### src/rtl/prim_reg_bus_pkg.sv
`default_nettype none
// ============================================================================
// Module   : prim_reg_bus_pkg
// Brief    : Shared types, constants and decode helper for the register bus.
// Revision : 1.0
// ============================================================================
package prim_reg_bus_pkg;

  typedef enum logic [1:0] {
    IDLE   = 2'd0,
    ACCESS = 2'd1,
    RESP   = 2'd2
  } state_e;

  localparam int c_ADDR_LSB = 2;

  // Error when misaligned, beyond the decoded register range, or a partial write.
  function automatic logic decode_err(input logic [31:0] addr,
                                      input logic [3:0]  be,
                                      input logic        write,
                                      input int unsigned num_regs);
    logic [31:0] idx;
    idx = addr >> c_ADDR_LSB;
    return (addr[1:0] != 2'b00) || (idx >= num_regs) ||
           (write && (be != 4'h0) && (be != 4'hF));
  endfunction

endpackage
`default_nettype wire

### src/rtl/prim_reg_addr_dec.sv
`default_nettype none
// ============================================================================
// Module   : prim_reg_addr_dec
// Brief    : Combinational word-index, one-hot select and access-error decode.
// Revision : 1.0
// ============================================================================
module prim_reg_addr_dec
  import prim_reg_bus_pkg::*;
#(
  parameter int DW       = 32,
  parameter int AW       = 12,
  parameter int NUM_REGS = 8
) (
  input  logic [AW-1:0]          i_addr,
  input  logic [DW/8-1:0]        i_be,
  input  logic                   i_write,
  output logic [AW-c_ADDR_LSB-1:0] o_idx,
  output logic [NUM_REGS-1:0]    o_onehot,
  output logic                   o_err
);

  localparam int c_IW = AW - c_ADDR_LSB;

  assign o_idx = i_addr[AW-1:c_ADDR_LSB];
  assign o_err = decode_err(32'(i_addr), 4'(i_be), i_write, NUM_REGS);

  for (genvar i = 0; i < NUM_REGS; i++) begin : g_onehot
    assign o_onehot[i] = (o_idx == c_IW'(i));
  end

endmodule
`default_nettype wire

### src/rtl/prim_reg_bus_adapter.sv
`default_nettype none
// ============================================================================
// Module   : prim_reg_bus_adapter
// Brief    : Single-outstanding valid/ready bus to register-slice pulse adapter.
// Revision : 1.0
// ============================================================================
module prim_reg_bus_adapter
  import prim_reg_bus_pkg::*;
#(
  parameter int DW       = 32,
  parameter int AW       = 12,
  parameter int NUM_REGS = 8
) (
  input  logic                   clk_i,
  input  logic                   rst_ni,
  input  logic                   req_valid_i,
  output logic                   req_ready_o,
  input  logic                   req_write_i,
  input  logic [AW-1:0]          req_addr_i,
  input  logic [DW-1:0]          req_wdata_i,
  input  logic [DW/8-1:0]        req_be_i,
  output logic                   rsp_valid_o,
  input  logic                   rsp_ready_i,
  output logic [DW-1:0]          rsp_rdata_o,
  output logic                   rsp_error_o,
  output logic [NUM_REGS-1:0]    reg_we_o,
  output logic [NUM_REGS-1:0]    reg_re_o,
  output logic [DW-1:0]          reg_wd_o,
  input  logic [NUM_REGS*DW-1:0] reg_rdata_i
);

  localparam int c_IW = AW - c_ADDR_LSB;

  state_e                r_state;
  state_e                w_state_next;
  logic                  w_req_ready;
  logic                  w_rsp_valid;
  logic                  w_accept;

  logic [c_IW-1:0]       w_dec_idx;
  logic [NUM_REGS-1:0]   w_dec_onehot;
  logic                  w_dec_err;

  logic                  r_write;
  logic [c_IW-1:0]       r_idx;
  logic                  r_err;
  logic [NUM_REGS-1:0]   r_we;
  logic [NUM_REGS-1:0]   r_re;
  logic [DW-1:0]         r_wd;
  logic [DW-1:0]         r_rsp_rdata;
  logic                  r_rsp_error;
  logic [DW-1:0]         w_sel_rdata;

  // Decode straight off the request so the pulses can be registered into ACCESS.
  prim_reg_addr_dec #(
    .DW       (DW),
    .AW       (AW),
    .NUM_REGS (NUM_REGS)
  ) u_addr_dec (
    .i_addr   (req_addr_i),
    .i_be     (req_be_i),
    .i_write  (req_write_i),
    .o_idx    (w_dec_idx),
    .o_onehot (w_dec_onehot),
    .o_err    (w_dec_err)
  );

  assign w_accept = req_valid_i && w_req_ready;

  always_ff @(posedge clk_i or negedge rst_ni) begin
    if (!rst_ni) begin
      r_state <= IDLE;
    end else begin
      r_state <= w_state_next;
    end
  end

  always_comb begin
    w_state_next = r_state;
    case (r_state)
      IDLE:    if (req_valid_i) w_state_next = ACCESS;
      ACCESS:  w_state_next = RESP;
      RESP:    if (rsp_ready_i) w_state_next = IDLE;
      default: w_state_next = IDLE;
    endcase
  end

  always_comb begin
    w_req_ready = 1'b0;
    w_rsp_valid = 1'b0;
    case (r_state)
      IDLE:    w_req_ready = 1'b1;
      RESP:    w_rsp_valid = 1'b1;
      default: ;
    endcase
  end

  always_comb begin
    w_sel_rdata = '0;
    for (int i = 0; i < NUM_REGS; i++) begin
      if (r_idx == c_IW'(i)) w_sel_rdata = reg_rdata_i[i*DW +: DW];
    end
  end

  always_ff @(posedge clk_i or negedge rst_ni) begin
    if (!rst_ni) begin
      r_write     <= 1'b0;
      r_idx       <= '0;
      r_err       <= 1'b0;
      r_we        <= '0;
      r_re        <= '0;
      r_wd        <= '0;
      r_rsp_rdata <= '0;
      r_rsp_error <= 1'b0;
    end else begin
      r_we <= '0;
      r_re <= '0;
      if (w_accept) begin
        r_write <= req_write_i;
        r_idx   <= w_dec_idx;
        r_err   <= w_dec_err;
        if (req_write_i && !w_dec_err && (req_be_i == '1)) begin
          r_we <= w_dec_onehot;
          r_wd <= req_wdata_i;
        end
        if (!req_write_i && !w_dec_err) r_re <= w_dec_onehot;
      end
      // Sampled while the read pulse is high, i.e. before any RC clear lands.
      if (r_state == ACCESS) begin
        r_rsp_error <= r_err;
        r_rsp_rdata <= (!r_write && !r_err) ? w_sel_rdata : '0;
      end
    end
  end

  assign req_ready_o = w_req_ready;
  assign rsp_valid_o = w_rsp_valid;
  assign rsp_rdata_o = r_rsp_rdata;
  assign rsp_error_o = r_rsp_error;
  assign reg_we_o    = r_we;
  assign reg_re_o    = r_re;
  assign reg_wd_o    = r_wd;

endmodule
`default_nettype wire

### config.mk
export PLATFORM = sky130hd
export DESIGN_NAME = prim_reg_bus_adapter
export DESIGN_NICKNAME = d
export VERILOG_FILES = /design/src/rtl/prim_reg_bus_pkg.sv /design/src/rtl/prim_reg_addr_dec.sv /design/src/rtl/prim_reg_bus_adapter.sv
export SDC_FILE = /design/constraint.sdc
export NUM_CORES = 1
export LEC_CHECK = 0
export ABC_AREA = 0
export BUFFER_PORTS_ARGS = -buffer_cell sky130_fd_sc_hd__buf_2
export CAP_MARGIN = 0
export CORE_AREA = 2 2 154 156
export DETAILED_ROUTE_END_ITERATION = 16
export DIE_AREA = 0 0 156 158
export PLACE_DENSITY_LB_ADDON = 0.2
export REMOVE_ABC_BUFFERS = 1
export SLEW_MARGIN = 20
export SYNTH_ARGS = -nofsm -noshare
export SYNTH_HDL_FRONTEND = slang
export SYNTH_SLANG_ARGS = --single-unit
### constraint.sdc
create_clock -name clk_i -period 2.9 [get_ports clk_i]
set_clock_uncertainty 0.15 [all_clocks]
set_input_delay 0.29 -clock clk_i [delete_from_list [all_inputs] [get_ports clk_i]]
set_output_delay 0.29 -clock clk_i [all_outputs]
set_load 0.05 [all_outputs]
======== Word-level counts from Yosys, hierarchy flattened ========
Index checks and enable logic that the tools add are counted.
cells by class
  reductions and logical operators ........ 20
  equal/unequal tests ..................... 20
  mux-type cells .......................... 18
  $lt $le $gt $ge ......................... 1
operator list
  cell                                                   count
  2-to-1 mux 32 bit                                      9
  equality test 10 x 3 -> 1 bit (second input constant)  8
  equality test 10 x 2 -> 1 bit (second input constant)  4
  2-to-1 mux 8 bit                                       4
  equality test 10 x 1 -> 1 bit (second input constant)  2
  zero test 10 bit                                       2
  >= comparator 10 x 4 -> 1 bit (second input constant)  1
  logical AND 1 bit                                      7
  one-hot mux 2 bit (3 select lines)                     1
  equality test 4 bit (second input constant)            1
  zero test 1 bit                                        4
  2-to-1 mux 2 bit                                       2
  != test 2 bit (second input constant)                  2
  != test 4 bit (second input constant)                  1
  AND reduction 2 bit                                    2
  nonzero test 4 bit                                     1
  equality test 2 x 1 -> 1 bit (second input constant)   1
  equality test 2 bit (second input constant)            1
  zero test 2 bit                                        1
  logical OR 1 bit                                       2
  2-to-1 mux 1 bit                                       2
  nonzero test 2 bit                                     1
word-level totals
  logic and storage cells ................. 68
  output and inout bits ................... 83
  bits of input ports ..................... 309
  bits in registers ....................... 95

======== Depth between registers and ports, before layout ========
Gate-level depths: netlist (run 1).
  depth in word-level cells ............... 10
  gate-level depth with buffers ........... 7
  mapped depth without buffers ............ 4

======== Hierarchy ========
From an unflattened synthesis (run 1), not the netlist that was laid out.
second synthesis, totals
  cell total of the unflattened synthesis .. 619
  area, all modules ....................... 6241.0 µm²
by module, submodules not included
  module                sequential area each (µm²)  times used  area each (µm²)  cells an instance
  prim_reg_bus_adapter  2377.3                      1           6032.0           588
  prim_reg_addr_dec     0.0                         1           209.0            31

======== Worst setup path after synthesis (run 1) ========
Ideal clock, no wire load.
  path kind ............................... flip-flop to flip-flop
  start point ............................. reg r_state[1]
  end point ............................... reg r_wd[10], in the netlist reg_wd_o[10]
  required time ........................... 2.622 ns
  period minus slack after synthesis ...... 2.090 ns
  buffers on the path ..................... 2
  stages on the path, launching flop included .. 7
  library setup time ...................... 0.128 ns
  arrival time ............................ 1.813 ns
  path slack .............................. 0.810 ns
  path through ............................ dfrtp_1 > nor3b_2 > and4_1 > and3_1 > buf_2 > buf_4 > mux2_1
on the way
  word-level cells in the longest chain between the ends .. 4
RTL lines
  element                        RTL line                     source
  start: declaration             prim_reg_bus_adapter.sv:34   state_e r_state;
  start signal: assignment       prim_reg_bus_adapter.sv:74   r_state <= w_state_next;
  zero test 2 bit                prim_reg_bus_adapter.sv:91   case (r_state)
  2-to-1 mux 1 bit               prim_reg_bus_adapter.sv:91
  logical AND 1 bit              prim_reg_bus_adapter.sv:68   assign w_accept = req_valid_i && w_req_ready;
  AND reduction 2 bit (no line)  n/a
  end signal: assignment         prim_reg_bus_adapter.sv:124  r_wd <= req_wdata_i;
  end: declaration               prim_reg_bus_adapter.sv:49   logic [DW-1:0] r_wd;
Every way passes these cells.
A chain may end at the register's enable or synchronous reset.

======== Worst setup path after layout (run 1) ========
  start point ............................. reg r_idx[3]
  end point ............................... reg r_rsp_rdata[18], in the netlist rsp_rdata_o[18]
on the way
  word-level cells in the longest chain between the ends .. 10
  elaborated cells on any way between the ends .. 17
  classes of those cells .................. eq/ne (7); mux (9); reduce/logical (1)
RTL lines
  element                         RTL line                     source
  start: declaration              prim_reg_bus_adapter.sv:45   logic [c_IW-1:0] r_idx;
  start signal: assignment        prim_reg_bus_adapter.sv:120  r_idx <= w_dec_idx;
  zero test 10 bit                prim_reg_bus_adapter.sv:101  if (r_idx == c_IW'(i)) w_sel_rdata = reg_rdata_i[i*DW +: DW];
  2-to-1 mux 32 bit (7 in a row)  prim_reg_bus_adapter.sv:101
  2-to-1 mux 32 bit *             prim_reg_bus_adapter.sv:101
  2-to-1 mux 32 bit *             prim_reg_bus_adapter.sv:131  r_rsp_rdata <= (!r_write && !r_err) ? w_sel_rdata : '0;
  end signal: assignment          prim_reg_bus_adapter.sv:131
  end: declaration                prim_reg_bus_adapter.sv:50   logic [DW-1:0] r_rsp_rdata;
Every way passes the cells marked *; elsewhere a longest branch is shown, timed or not.

==> key figures, run 1 <==
Die
  – Cell row count: 56
  – Die height: 158 um
  – Floorplan die area: 24600 sq um
  – Starting Density: 0.270
  – Floorplan Core Area: 23100 sq um
  – Number of ports placed on the die boundary: 392
  – Die width: 156 um

Routing
  – Remaining number of nets flagged by the antenna check after routing: 0
  – Detail-routed via count per cell: 5.06
  – Initial DRT Pass Iterations: 4
  – Total via count in the routed design: 6496
  – Number of DRC markers in iteration 0: 385
  – Post-detailed-route wirelength per cell: 19.6 um
  – DRC Markers: 0
  – Final Routed Wirelength: 25200 um

Yosys
  – Cell type with the largest total area after synthesis: sky130_fd_sc_hd__dfrtp_1
  – FF+latch count, synth: 95
  – Most common library cells after synthesis: sky130_fd_sc_hd__dfrtp_1 (95), sky130_fd_sc_hd__mux2_2 (70), sky130_fd_sc_hd__nand2_1 (37), sky130_fd_sc_hd__nor2_1 (36), sky130_fd_sc_hd__mux2_1 (30)
  – Synthesized area: 6210 sq um
  – Post-synthesis sequential area ratio: 0.383
  – Largest cells by area after synthesis: sky130_fd_sc_hd__dfrtp_1 (38%), sky130_fd_sc_hd__mux2_2 (13%), sky130_fd_sc_hd__mux2_1 (5.4%)
  – Count of warnings emitted by yosys: 0
  – Synthesized netlist cell count: 592
  – Share of Yosys cell area claimed by the top area cell type: 0.383
  – Async set or reset register ratio after synthesis: 1.00
  – Library cell with the highest instance count after synthesis: sky130_fd_sc_hd__dfrtp_1
  – Top flip-flop cell by instance count after synthesis: sky130_fd_sc_hd__dfrtp_1
  – Synthesized area per cell: 10.5 sq um
  – Yosys cell types: 50
  – Count of flip-flops with a built-in enable after synthesis: 0

STA
  – Post-route worst hold slack: 0.0164 ns
  – # setup viols final: 0
  – Slew @ Worst Pin: 0.948 ns
  – Pins over their slew limit: 0
  – Setup repair after global routing missed its margin: no
  – Hold Fails Final Rpt: 0
  – Maximum operating frequency: 410 MHz
  – Post-route clock period utilization: 0.841
  – Worst slew margin relative to its limit: 0.368
  – Time the worst path needs with I/O delays and setup: 2.44 ns

Power
  – Net switching power: 2.19 mW
  – Switch share: 0.408
  – Cell-internal power: 3.19 mW
  – Leakage: 4.40 nW
  – Cell Pwr Density: 591 nW/um^2
  – Largest voltage drop on the vdd net: 0.300 mV
  – Fraction of power consumed by sequential logic: 0.322
  – Combinational Power Share: 0.449
  – Share of power burned in the clock network: 0.228

GRT
  – GR Util All Layers: 0.197
  – Pin count of the biggest net entering global routing: 52
  – Total gr overflow: 0
  – First-pass GRT wire length: 37300 um
  – Number of antenna violations at the first check in global routing: 3
  – Number of global-route vias before repair: 6504

Clock tree
  – Total of hold buffers inserted after clock tree synthesis: 31
  – Total number of H-tree levels: 3
  – Clk_lat worst skew: 0.35 ns
  – Buffer cell driving the clock tree root: sky130_fd_sc_hd__clkbuf_16
  – CTS Sinks: 95
  – Clock-pin slew of the registers on the worst-case setup and hold paths: 0.08 ns
  – TritonCTS clock tree: yes
  – Buffers inserted during post-CTS setup optimization: 0
  – Number of buffers inserted during clock tree synthesis: 9
  – Resized cells post-CTS: 0
  – Clock Path Buffers: 2

Hold path
  – Hold path depth: 2
  – Startpoint of the tightest hold check path: req_wdata_i[31]
  – HP Class: in2reg

Setup path
  – Critical path required time: 3.03 ns
  – Crit path max-delay cell type: sky130_fd_sc_hd__or4b_2
  – Number of cells on the worst reg-to-reg path: 5
  – Worst Path Class, Setup: reg2reg
  – Start of the worst register-to-register path: r_idx[3]
  – Critical Path Sink Type: register
  – Endpoint of the worst-slack reg-to-reg timing path: rsp_rdata_o[18]
  – Worst setup SP type: register
  – Top fanout value on the critical path: 29
  – Largest stage delay, worst path: 0.92 ns
  – R2R Setup Slk: 0.46 ns
  – Worst setup path end: rsp_rdata_o[18]
  – Cell chain of the critical path: or4b_2, nor4_4, buf_12, o221ai_1, o211ai_1
  – Data arrival time at the worst-slack endpoint: 2.57 ns
  – Launching element of the worst setup path: r_idx[3]

Finish
  – Final-stage net count: 1293
  – Post-Route Utilization: 0.395
  – Area growth from synthesis to layout: 46.6%
  – Share of post-route cells with drive strength above 1: 0.533

Placed design
  – Placed wire-length estimate: 18600 um
  – Placer's final routability congestion estimate: 0.814
  – Count of buffers from port buffering: 391

Outcome
  – Result of the run: finished clean

Job
  – Maximum capacitance violations: 0
## cells by family (layout without fill, tap and decap cells)
family,after synthesis,after routing,share of synthesized area
other cells,0,4,0
mux,112,112,0.219
compound gates,169,169,0.225
simple gates,136,136,0.116
buf+inv,80,477,0.0574
flops,95,95,0.383
## how the worst min path moves through the flow
stage	end	slack (ns)
6_report	reg_wd_o[31]	0.02
3_5_place_dp	reg_re_o[1]	0.24
4_1_cts	reg_wd_o[31]	0.007
5_1_grt	reg_wd_o[31]	0.02
3_3_place_gp	reg_re_o[1]	0.25
2_1_floorplan	r_err	-0.16
## per-layer routing
layer / track usage / vias to the layer above / share of wire
met3: 0.0353 / 22 / 0.062
met2: 0.336 / 267 / 0.50
li1: - / 3088 / -
met4: 0.0738 / 0 / 0.016
met1: 0.250 / 3119 / 0.42
met5: 0 / - / 0
## layout make-up
class | instances | area (sq um)
fillers | 2371 | 13900
multi-input cells | 417 | 3500
repair buffers | 439 | 2470
flip-flops and latches | 95 | 2380
well taps | 290 | 363
clock buffers | 10 | 229
inverters | 22 | 82.6
clock inverters | 6 | 65.1
diodes | 4 | 10.0
## cells in the final DEF (no fill, tap or decap), drive strengths merged, types with 10 or more instances in the layout
cell type	n
o211ai	22
buf	408
dlygate4sd3	31
mux2	100
a22oi	28
dfrtp	95
o22a	20
o21ai	28
o32a	20
clkbuf	10
a221oi	10
nor4	11
inv	24
nor2	36
o221ai	27
nand3	12
nand2	37
## per-stage QoR
stage	power (mW)	setup slack, ns	std cells	area, sq um	setup TNS (ns)
floorplan	3.24	-2.38	534	5940	-69.97
global placement	4.19	0.499	1232	8490	0
detailed placement	4.19	0.458	1232	8490	0
CTS	5.48	0.445	1279	9100	0
global route	5.73	0.355	1282	9100	0
finish	5.38	0.460	1283	9110	0
## worst max-delay path, delay by kind of cell (launching register included)
kind,cells,cell delay (ns)
AO/OA/AOI/OAI,2,0.27
buffers and inverters,1,0.26
flip-flops,1,0.46
AND/OR/NAND/NOR,2,1.19
## registers in the layout, indices dropped and copies added (netlist names)
signal / cells
reg_wd_o: 32
rsp_rdata_o: 32
r_idx: 10
reg_re_o: 8
reg_we_o: 8
r_state: 2
r_err: 1
r_write: 1
rsp_error_o: 1
## power by group through the flow
stage          clock network, mW  registers [mW]  logic [mW]
6_report                    1.23            1.73        2.42
5_1_grt                     1.32            1.77        2.63
4_1_cts                     1.27            1.74        2.46
3_5_place_dp                   0            1.77        2.42
3_3_place_gp                   0            1.76        2.43
2_1_floorplan                  0            1.87        1.36
No activity file was read; power rests on OpenSTA's default activity.
==> inputs of run 2 (changes only) <==
- ABC_AREA: 0 -> 1
- CORE_AREA: 2 2 154 156 -> 2 2 152 154
- DIE_AREA: 0 0 156 158 -> 0 0 154 156
- clock period: 2.9 -> 2.26 ns (I/O delays scaled with it)
==> run 2 against run 1 <==
Against the previous run: die area shrank 2.5%; synthesized cell count grew 40%; clock power grew 35%; critical path depth grew 5; highest routed layer unchanged.
==> key figures, run 2 <==
Yosys
  – Most common library cells after synthesis: sky130_fd_sc_hd__nand2_1 (256), sky130_fd_sc_hd__dfrtp_1 (95), sky130_fd_sc_hd__nand3_1 (93), sky130_fd_sc_hd__nor2_1 (76), sky130_fd_sc_hd__inv_1 (68)
  – Main combinational cell family by area after synthesis: simple AND/OR/NAND/NOR gates
  – Top flip-flop cell by instance count after synthesis: sky130_fd_sc_hd__dfrtp_1
  – FF+latch count, synth: 95 (unchanged)
  – Largest cells by area after synthesis: sky130_fd_sc_hd__dfrtp_1 (40%), sky130_fd_sc_hd__nand2_1 (16%), sky130_fd_sc_hd__nand3_1 (7.9%)
  – Library cell with the highest instance count after synthesis: sky130_fd_sc_hd__nand2_1
  – Cell type with the largest total area after synthesis: sky130_fd_sc_hd__dfrtp_1
  – Count of warnings emitted by yosys: 0 (unchanged)
  – Synthesized netlist cell count: 829 (+40%)
  – Count of flip-flops with a built-in enable after synthesis: 0 (unchanged)
  – Post-synthesis sequential area ratio: 0.402 (+0.0198)
  – Adder and majority cell fraction of the synthesized area: 0 (unchanged)
  – Synthesized area per cell: 7.13 sq um (-32%)
  – Share of Yosys cell area claimed by the top area cell type: 0.402 (+0.0198)
  – Fraction of synthesized cell area in xor and xnor cells: 0 (unchanged)
  – Synthesized area: 5910 sq um (-4.9%)
  – Simple-Gate Fraction of Synth Area: 0.356 (+0.240)
  – Yosys cell types: 30 (-40%)
  – Mux cell area share after synthesis: 0.0629 (-0.156)
  – Share of the synthesized area in compound gates (AO/OA/AOI/OAI): 0.0864 (-0.139)
  – Async set or reset register ratio after synthesis: 1.00 (unchanged)

Routing
  – Initial DRT Pass Iterations: 5 (+1)
  – Number of DRC markers in iteration 0: 577 (+50%)
  – Final Routed Wirelength: 26200 um (+3.9%)
  – Post-detailed-route wirelength per cell: 16.9 um (-14%)
  – Remaining number of nets flagged by the antenna check after routing: 0 (unchanged)
  – Total via count in the routed design: 7152 (+10%)
  – Detail-routed via count per cell: 4.61 (-8.9%)
  – DRC Markers: 0 (unchanged)

STA
  – # setup viols final: 0 (unchanged)
  – Setup repair after global routing missed its margin: no
  – Worst slew margin relative to its limit: 0.492 (+0.124)
  – Post-route clock period utilization: 0.920 (+0.0783)
  – Final WS setup: 0.182 ns (-0.278 ns)
  – Pins over their slew limit: 0 (unchanged)
  – Slew @ Worst Pin: 0.761 ns (-0.188 ns)
  – Maximum operating frequency: 481 MHz (+17%)
  – Hold Fails Final Rpt: 0 (unchanged)
  – Post-route worst hold slack: 0.0277 ns (+0.0113 ns)
  – Time the worst path needs with I/O delays and setup: 2.08 ns (-0.362 ns)

Job
  – Maximum capacitance violations: 0 (unchanged)

Finish
  – Final instance area: 9020 sq um (-0.99%)
  – Commonest non-fill, non-tap cell in the layout: sky130_fd_sc_hd__buf_2
  – Most frequent cells in the layout: sky130_fd_sc_hd__buf_2 (390), sky130_fd_sc_hd__nand2_1 (254), sky130_fd_sc_hd__dfrtp_1 (95), sky130_fd_sc_hd__nand3_1 (93), sky130_fd_sc_hd__nor2_1 (76)
  – Area growth from synthesis to layout: 52.6%
  – Final-stage net count: 1565 (+21%)
  – Number of standard cells in the layout, taps in and fillers out: 1550 (+21%)
  – Share of post-route cells with drive strength above 1: 0.371 (-0.162)

Setup path
  – Top fanout value on the critical path: 36 (+24%)
  – Start of the worst register-to-register path: r_idx[5]
  – Critical path required time: 2.35 ns (-0.68 ns)
  – Launching element of the worst setup path: r_idx[5]
  – Cell seen most often among critical-path stages: sky130_fd_sc_hd__nor2_4
  – Category of cells accounting for the largest share of critical-path delay: simple AND/OR/NAND/NOR gates
  – Worst setup SP type: register
  – Endpoint of the worst-slack reg-to-reg timing path: rsp_rdata_o[22]
  – Critical Path Sink Type: register
  – Worst Path Class, Setup: reg2reg
  – Crit path max-delay cell type: sky130_fd_sc_hd__dfrtp_1
  – Combined buffer and inverter count along the critical path: 2 (+1)
  – Largest stage delay, worst path: 0.41 ns (-0.51 ns)
  – Number of cells on the worst reg-to-reg path: 10 (+5)
  – Data arrival time at the worst-slack endpoint: 2.17 ns (-0.40 ns)
  – R2R Setup Slk: 0.18 ns (-0.28 ns)
  – Cell chain of the critical path: nor2_4, nand2_2, nor2_4, nand2_2, nor2_4, inv_2, o21ai_0, inv_1, nand2_1, nand2_1

Die
  – Floorplan die area: 24000 sq um (-2.5%)
  – Cell row count: 55 (-1.8%)
  – Die width: 154 um (-1.3%)
  – Floorplan Core Area: 22400 sq um (-3.0%)
  – Number of ports placed on the die boundary: 392 (unchanged)
  – Starting Density: 0.264 (-0.00537)
  – Die height: 156 um (-1.3%)

Hold path
  – Hold path depth: 5 (+3)
  – Hold Crit Endpoint: rsp_rdata_o[20]
  – HP Class: in2reg
  – Startpoint of the tightest hold check path: reg_rdata_i[244]

Placed design
  – Placer's final routability congestion estimate: 0.902 (+11%)
  – Placed wire-length estimate: 20400 um (+9.6%)
  – Placement-stage worst setup slack: 0.181 ns (-0.278 ns)
  – DP Cell Count: 1488 (+21%)
  – Count of buffers from port buffering: 391 (unchanged)
  – Placed Instance Area: 8250 sq um (-2.8%)

GRT
  – Number of global-route vias before repair: 7084 (+8.9%)
  – GR Util All Layers: 0.210 (+0.0128)
  – First-pass GRT wire length: 39000 um (+4.5%)
  – Number of antenna violations at the first check in global routing: 3 (unchanged)
  – Pin count of the biggest net entering global routing: 41 (-21%)
  – Total gr overflow: 0 (unchanged)

Clock tree
  – Clock Path Buffers: 2 (unchanged)
  – Clock-pin slew of the registers on the worst-case setup and hold paths: 0.08 ns (about the same)
  – Clk_lat worst skew: 0.35 ns (about the same)
  – Buffer cell driving the clock tree root: sky130_fd_sc_hd__clkbuf_16
  – TritonCTS clock tree: yes
  – Number of buffers inserted during clock tree synthesis: 9 (unchanged)
  – CTS Sinks: 95 (unchanged)
  – Buffers inserted during post-CTS setup optimization: 0 (unchanged)
  – Total number of H-tree levels: 3 (unchanged)

Outcome
  – Result of the run: finished clean

Power
  – Leakage: 5.37 nW (+22%)
  – Largest voltage drop on the vdd net: 0.452 mV (+51%)
  – Cell Pwr Density: 579 nW/um^2 (-2.0%)
run 2: changes by cell type after synthesis, moves of 18 or more:
cell	previous run	this run
sky130_fd_sc_hd__a21oi_1	3	41
sky130_fd_sc_hd__a22oi_1	28	0
sky130_fd_sc_hd__clkbuf_1	27	9
sky130_fd_sc_hd__inv_1	21	68
sky130_fd_sc_hd__mux2_2	70	1
sky130_fd_sc_hd__nand2_1	37	256
sky130_fd_sc_hd__nand3_1	12	93
sky130_fd_sc_hd__nand4_1	0	24
sky130_fd_sc_hd__nor2_1	36	76
sky130_fd_sc_hd__o211ai_1	22	1
sky130_fd_sc_hd__o21ai_0	6	28
sky130_fd_sc_hd__o22a_1	20	0
sky130_fd_sc_hd__o32a_1	20	0
run 2: cell type report:
class	instances	area, sq um
clock inverters	7	103
repair buffers	462	2660
fillers	2393	13300
flip-flops and latches	95	2380
well taps	285	357
inverters	75	282
diodes	4	10.0
clock buffers	9	225
multi-input cells	613	3000
run 2: metrics by stage:
step	util	setup TNS (ns)	power (mW)
2_1_floorplan	-	-30.37	2.78
3_3_place_gp	0.369	0	3.55
3_5_place_dp	0.369	0	3.56
4_1_cts	0.402	0	5.30
5_1_grt	0.403	0	5.53
6_report	0.403	0	5.22
run 2: worst min-delay path, stage by stage:
cell and delay [ns]:
sky130_fd_sc_hd__buf_2 0.08, sky130_fd_sc_hd__o21ai_1 0.06, sky130_fd_sc_hd__inv_1 0.05, sky130_fd_sc_hd__nand2_1 0.05, sky130_fd_sc_hd__nand2_1 0.04
run 2: power by group:
group	total (mW)	internal (mW)	leakage, nW	switching, mW
Clock	1.66	0.898	0.159	0.762
Sequential	1.93	1.81	1.30	0.120
Combinational	1.64	0.590	3.91	1.04
run 2: worst max path at each step:
stage,endpoint,slack (ns),cells after the start
after floorplan,reg_wd_o[0],-0.69,7
after detailed placement,rsp_rdata_o[12],0.18,10
final,rsp_rdata_o[22],0.18,10
after global placement,rsp_rdata_o[7],0.20,12
after global routing,rsp_rdata_o[12],0.01,10
after CTS,reg_wd_o[29],0.12,8
run 2: routing by layer:
metal	wire [um]	track usage
met5	0	0
met4	466	0.0552
met3	2130	0.0497
met2	12700	0.364
met1	10900	0.263
run 2: timing repair:
action,CTS,global route
hold endpoints to repair,104,0
resized for setup,0,1
endpoints found under the setup margin,0,40
hold buffers,42,0
run 2: kinds of logic (layout without fill, tap and decap cells):
kind of cell / count (synthesis) / in the layout
AND/OR/NAND/NOR: 479 / 479
multiplexers: 33 / 33
flip-flops: 95 / 95
AO/OA/AOI/OAI: 101 / 101
buffers and inverters: 121 / 553
other: 0 / 4
==> inputs of run 3 (changes only) <==
- CORE_AREA: 2 2 152 154 -> 2 2 151 153
- DIE_AREA: 0 0 154 156 -> 0 0 153 155
- clock period: 2.26 -> 2.5 ns (I/O delays scaled with it)
==> run 3 against run 2 <==
Against the previous run: die area shrank 1.3%; global-route usage increased by 0.45 points; power is 8.9% lower; worst setup slack better by 0.10 ns; cell area is 1.3% lower; clock-buffer cell count unchanged; sequential power fell by 9.8%; non-clock buffer count decreased by 15; critical path depth down 2; critical path type is now in2reg; sequential share of layout area rose by 0.36 points.
==> key figures, run 3 (synthesized netlist as in run 2, its figures left out) <==
Finish
  – Area of the multi-input gates: 3000 sq um (-0.29%)
  – Number of diodes added for antenna fixing: 0 (-4)
  – Final-stage net count: 1550 (-0.96%)
  – FILL cells: 2431 (+1.6%)
  – Commonest non-fill, non-tap cell in the layout: sky130_fd_sc_hd__buf_2
  – Combined flip-flop and latch cell area: 2380 sq um (unchanged)
  – Share of post-route cells with drive strength above 1: 0.366 (-0.00516)
  – Post-Route Utilization: 0.400 (-0.00296)
  – Most frequent cells in the layout: sky130_fd_sc_hd__buf_2 (390), sky130_fd_sc_hd__nand2_1 (255), sky130_fd_sc_hd__dfrtp_1 (95), sky130_fd_sc_hd__nand3_1 (93), sky130_fd_sc_hd__nor2_1 (76)
  – Area growth from synthesis to layout: 50.6%

GRT
  – Number of global-route vias before repair: 7152 (+0.96%)
  – Total gr overflow: 0 (unchanged)
  – Pin count of the biggest net entering global routing: 59 (+44%)
  – GR Util All Layers: 0.215 (+0.00449)
  – First-pass GRT wire length: 39700 um (+1.8%)
  – Number of antenna violations at the first check in global routing: 1 (-2)

STA
  – Setup repair after global routing missed its margin: no
  – Worst slew margin relative to its limit: 0.606 (+0.114)
  – Post-route clock period utilization: 0.887
  – Setup TNS: 0 ns (unchanged)
  – Pins over their slew limit: 0 (unchanged)
  – Final WS setup: 0.282 ns (+0.101 ns)
  – # setup viols final: 0 (unchanged)
  – Post-route worst hold slack: 0.0230 ns (-0.00464 ns)
  – Time the worst path needs with I/O delays and setup: 2.22 ns
  – Hold Fails Final Rpt: 0 (unchanged)
  – Slew @ Worst Pin: 0.590 ns (-0.170 ns)
  – Maximum operating frequency: 451 MHz

Setup path
  – Top fanout value on the critical path: 40 (+11%)
  – Cell chain of the critical path: dlygate4sd3_1, buf_2, inv_2, nand4_1, nor4_1, nand2_1, buf_4, mux2_1
  – Data arrival time at the worst-slack endpoint: 2.29 ns (+0.12 ns)
  – Critical path required time: 2.58 ns (+0.23 ns)
  – Worst setup SP type: input port
  – Crit path max-delay cell type: sky130_fd_sc_hd__dlygate4sd3_1
  – Worst Path Class, Setup: in2reg
  – Critical Path Sink Type: register
  – Largest stage delay, worst path: 0.54 ns (+0.13 ns)

Clock tree
  – CTS Sinks: 95 (unchanged)
  – Buffers inserted during post-CTS setup optimization: 0 (unchanged)
  – Buffer cell driving the clock tree root: sky130_fd_sc_hd__clkbuf_16
  – Clock Path Buffers: 2 (unchanged)
  – Clk_lat worst skew: 0.36 ns (about the same)
  – Number of buffers inserted during clock tree synthesis: 9 (unchanged)
  – Total number of H-tree levels: 3 (unchanged)
  – Resized cells post-CTS: 0 (unchanged)
  – TritonCTS clock tree: yes
  – Clock-pin slew of the registers on the worst-case setup and hold paths: 0.09 ns (about the same)
  – Total of hold buffers inserted after clock tree synthesis: 36 (-14%)

Die
  – Die height: 155 um (-0.64%)
  – Starting Density: 0.266 (+0.00164)
  – Number of ports placed on the die boundary: 392 (unchanged)
  – Floorplan die area: 23700 sq um (-1.3%)
  – Die width: 153 um (-0.65%)
  – Cell row count: 55 (unchanged)
  – Floorplan Core Area: 22200 sq um (-0.62%)

Outcome
  – Result of the run: finished clean

Power
  – Switch share: 0.372 (+0.00306)
  – Fraction of power consumed by sequential logic: 0.365 (-0.004)
  – Cell Pwr Density: 535 nW/um^2 (-7.7%)
  – Leakage: 5.29 nW (-1.4%)
  – Net switching power: 1.77 mW (-8.1%)
  – Share of power burned in the clock network: 0.321 (+0.003)
  – Combinational Power Share: 0.314 (about the same)
  – Cell-internal power: 2.99 mW (-9.3%)
  – Largest voltage drop on the vdd net: 0.391 mV (-14%)

Routing
  – Total via count in the routed design: 7095 (-0.80%)
  – DRC Markers: 0 (unchanged)
  – Final Routed Wirelength: 26000 um (-0.62%)
  – Remaining number of nets flagged by the antenna check after routing: 0 (unchanged)
  – Detail-routed via count per cell: 4.63 (+0.43%)
  – Number of DRC markers in iteration 0: 475 (-18%)
  – Post-detailed-route wirelength per cell: 17.0 um (+0.61%)
  – Initial DRT Pass Iterations: 6 (+1)

Job
  – Maximum capacitance violations: 0 (unchanged)

Hold path
  – HP Class: in2reg

Placed design
  – Count of buffers from port buffering: 391 (unchanged)
  – Placed wire-length estimate: 19200 um (-6.0%)
  – Placer's final routability congestion estimate: 0.914 (+1.4%)
  – Placement-stage worst setup slack: 0.353 ns (+0.172 ns)
==> run 3: cell count changes in the layout (fill, tap and decap cells not counted), sizes merged <==
cell	change
buf	-10
dlygate4sd3	-5
diode	-4
clkinv	-1
inv	+1
==> run 3: routing by layer <==
metal	wire length (um)	vias to the layer above	track usage
li1	-	3503	-
met5	13	-	0
met3	2370	26	0.0627
met2	12500	350	0.376
met4	397	2	0.0529
met1	10700	3214	0.261
==> run 3: worst paths after layout <==
kind                       slack (ns)  depth (start not counted)              end            start
min                              0.02                          3         r_idx[7]    req_addr_i[9]
max in group asynchronous        1.20                          3      reg_we_o[4]           rst_ni
min in group asynchronous        0.27                          2     reg_wd_o[28]           rst_ni
min reg2reg                      0.33                          2  rsp_rdata_o[31]  rsp_rdata_o[31]
max reg2reg                      0.34                         11  rsp_rdata_o[12]         r_idx[0]
max                              0.28                          8     reg_wd_o[27]    req_addr_i[8]
==> run 3: cell type report <==
class                           instances  share of cell area
Sequential cell                        95               0.267
Timing Repair Buffer                  447               0.288
Clock inverter                          7              0.0113
Clock buffer                            9              0.0253
Inverter                               75              0.0316
Multi-Input combinational cell        613               0.337
Tap cell                              285              0.0401
==> run 3: critical path: cells and delay by family <==
kind	cells	cell delay [ns]
buffers and inverters	4	1.01
muxes	1	0.38
and+or+nand+nor	3	0.63
==> run 3: power groups by stage <==
stage / clock (mW) / combinational (mW) / sequential [mW]
after floorplan: 0 / 0.758 / 1.75
after global placement: 0 / 1.46 / 1.76
after detailed placement: 0 / 1.46 / 1.77
after CTS: 1.59 / 1.51 / 1.74
after global routing: 1.67 / 1.67 / 1.75
final: 1.53 / 1.49 / 1.74
==> run 3: per-stage QoR <==
| stage | power (mW) | cell area [sq um] | instances |
|---|---|---|---|
| 4_1_cts | 4.84 | 8890 | 1530 |
| 3_3_place_gp | 3.22 | 8200 | 1478 |
| 6_report | 4.76 | 8900 | 1531 |
| 2_1_floorplan | 2.51 | 5650 | 783 |
| 3_5_place_dp | 3.23 | 8200 | 1478 |
| 5_1_grt | 5.09 | 8900 | 1531 |
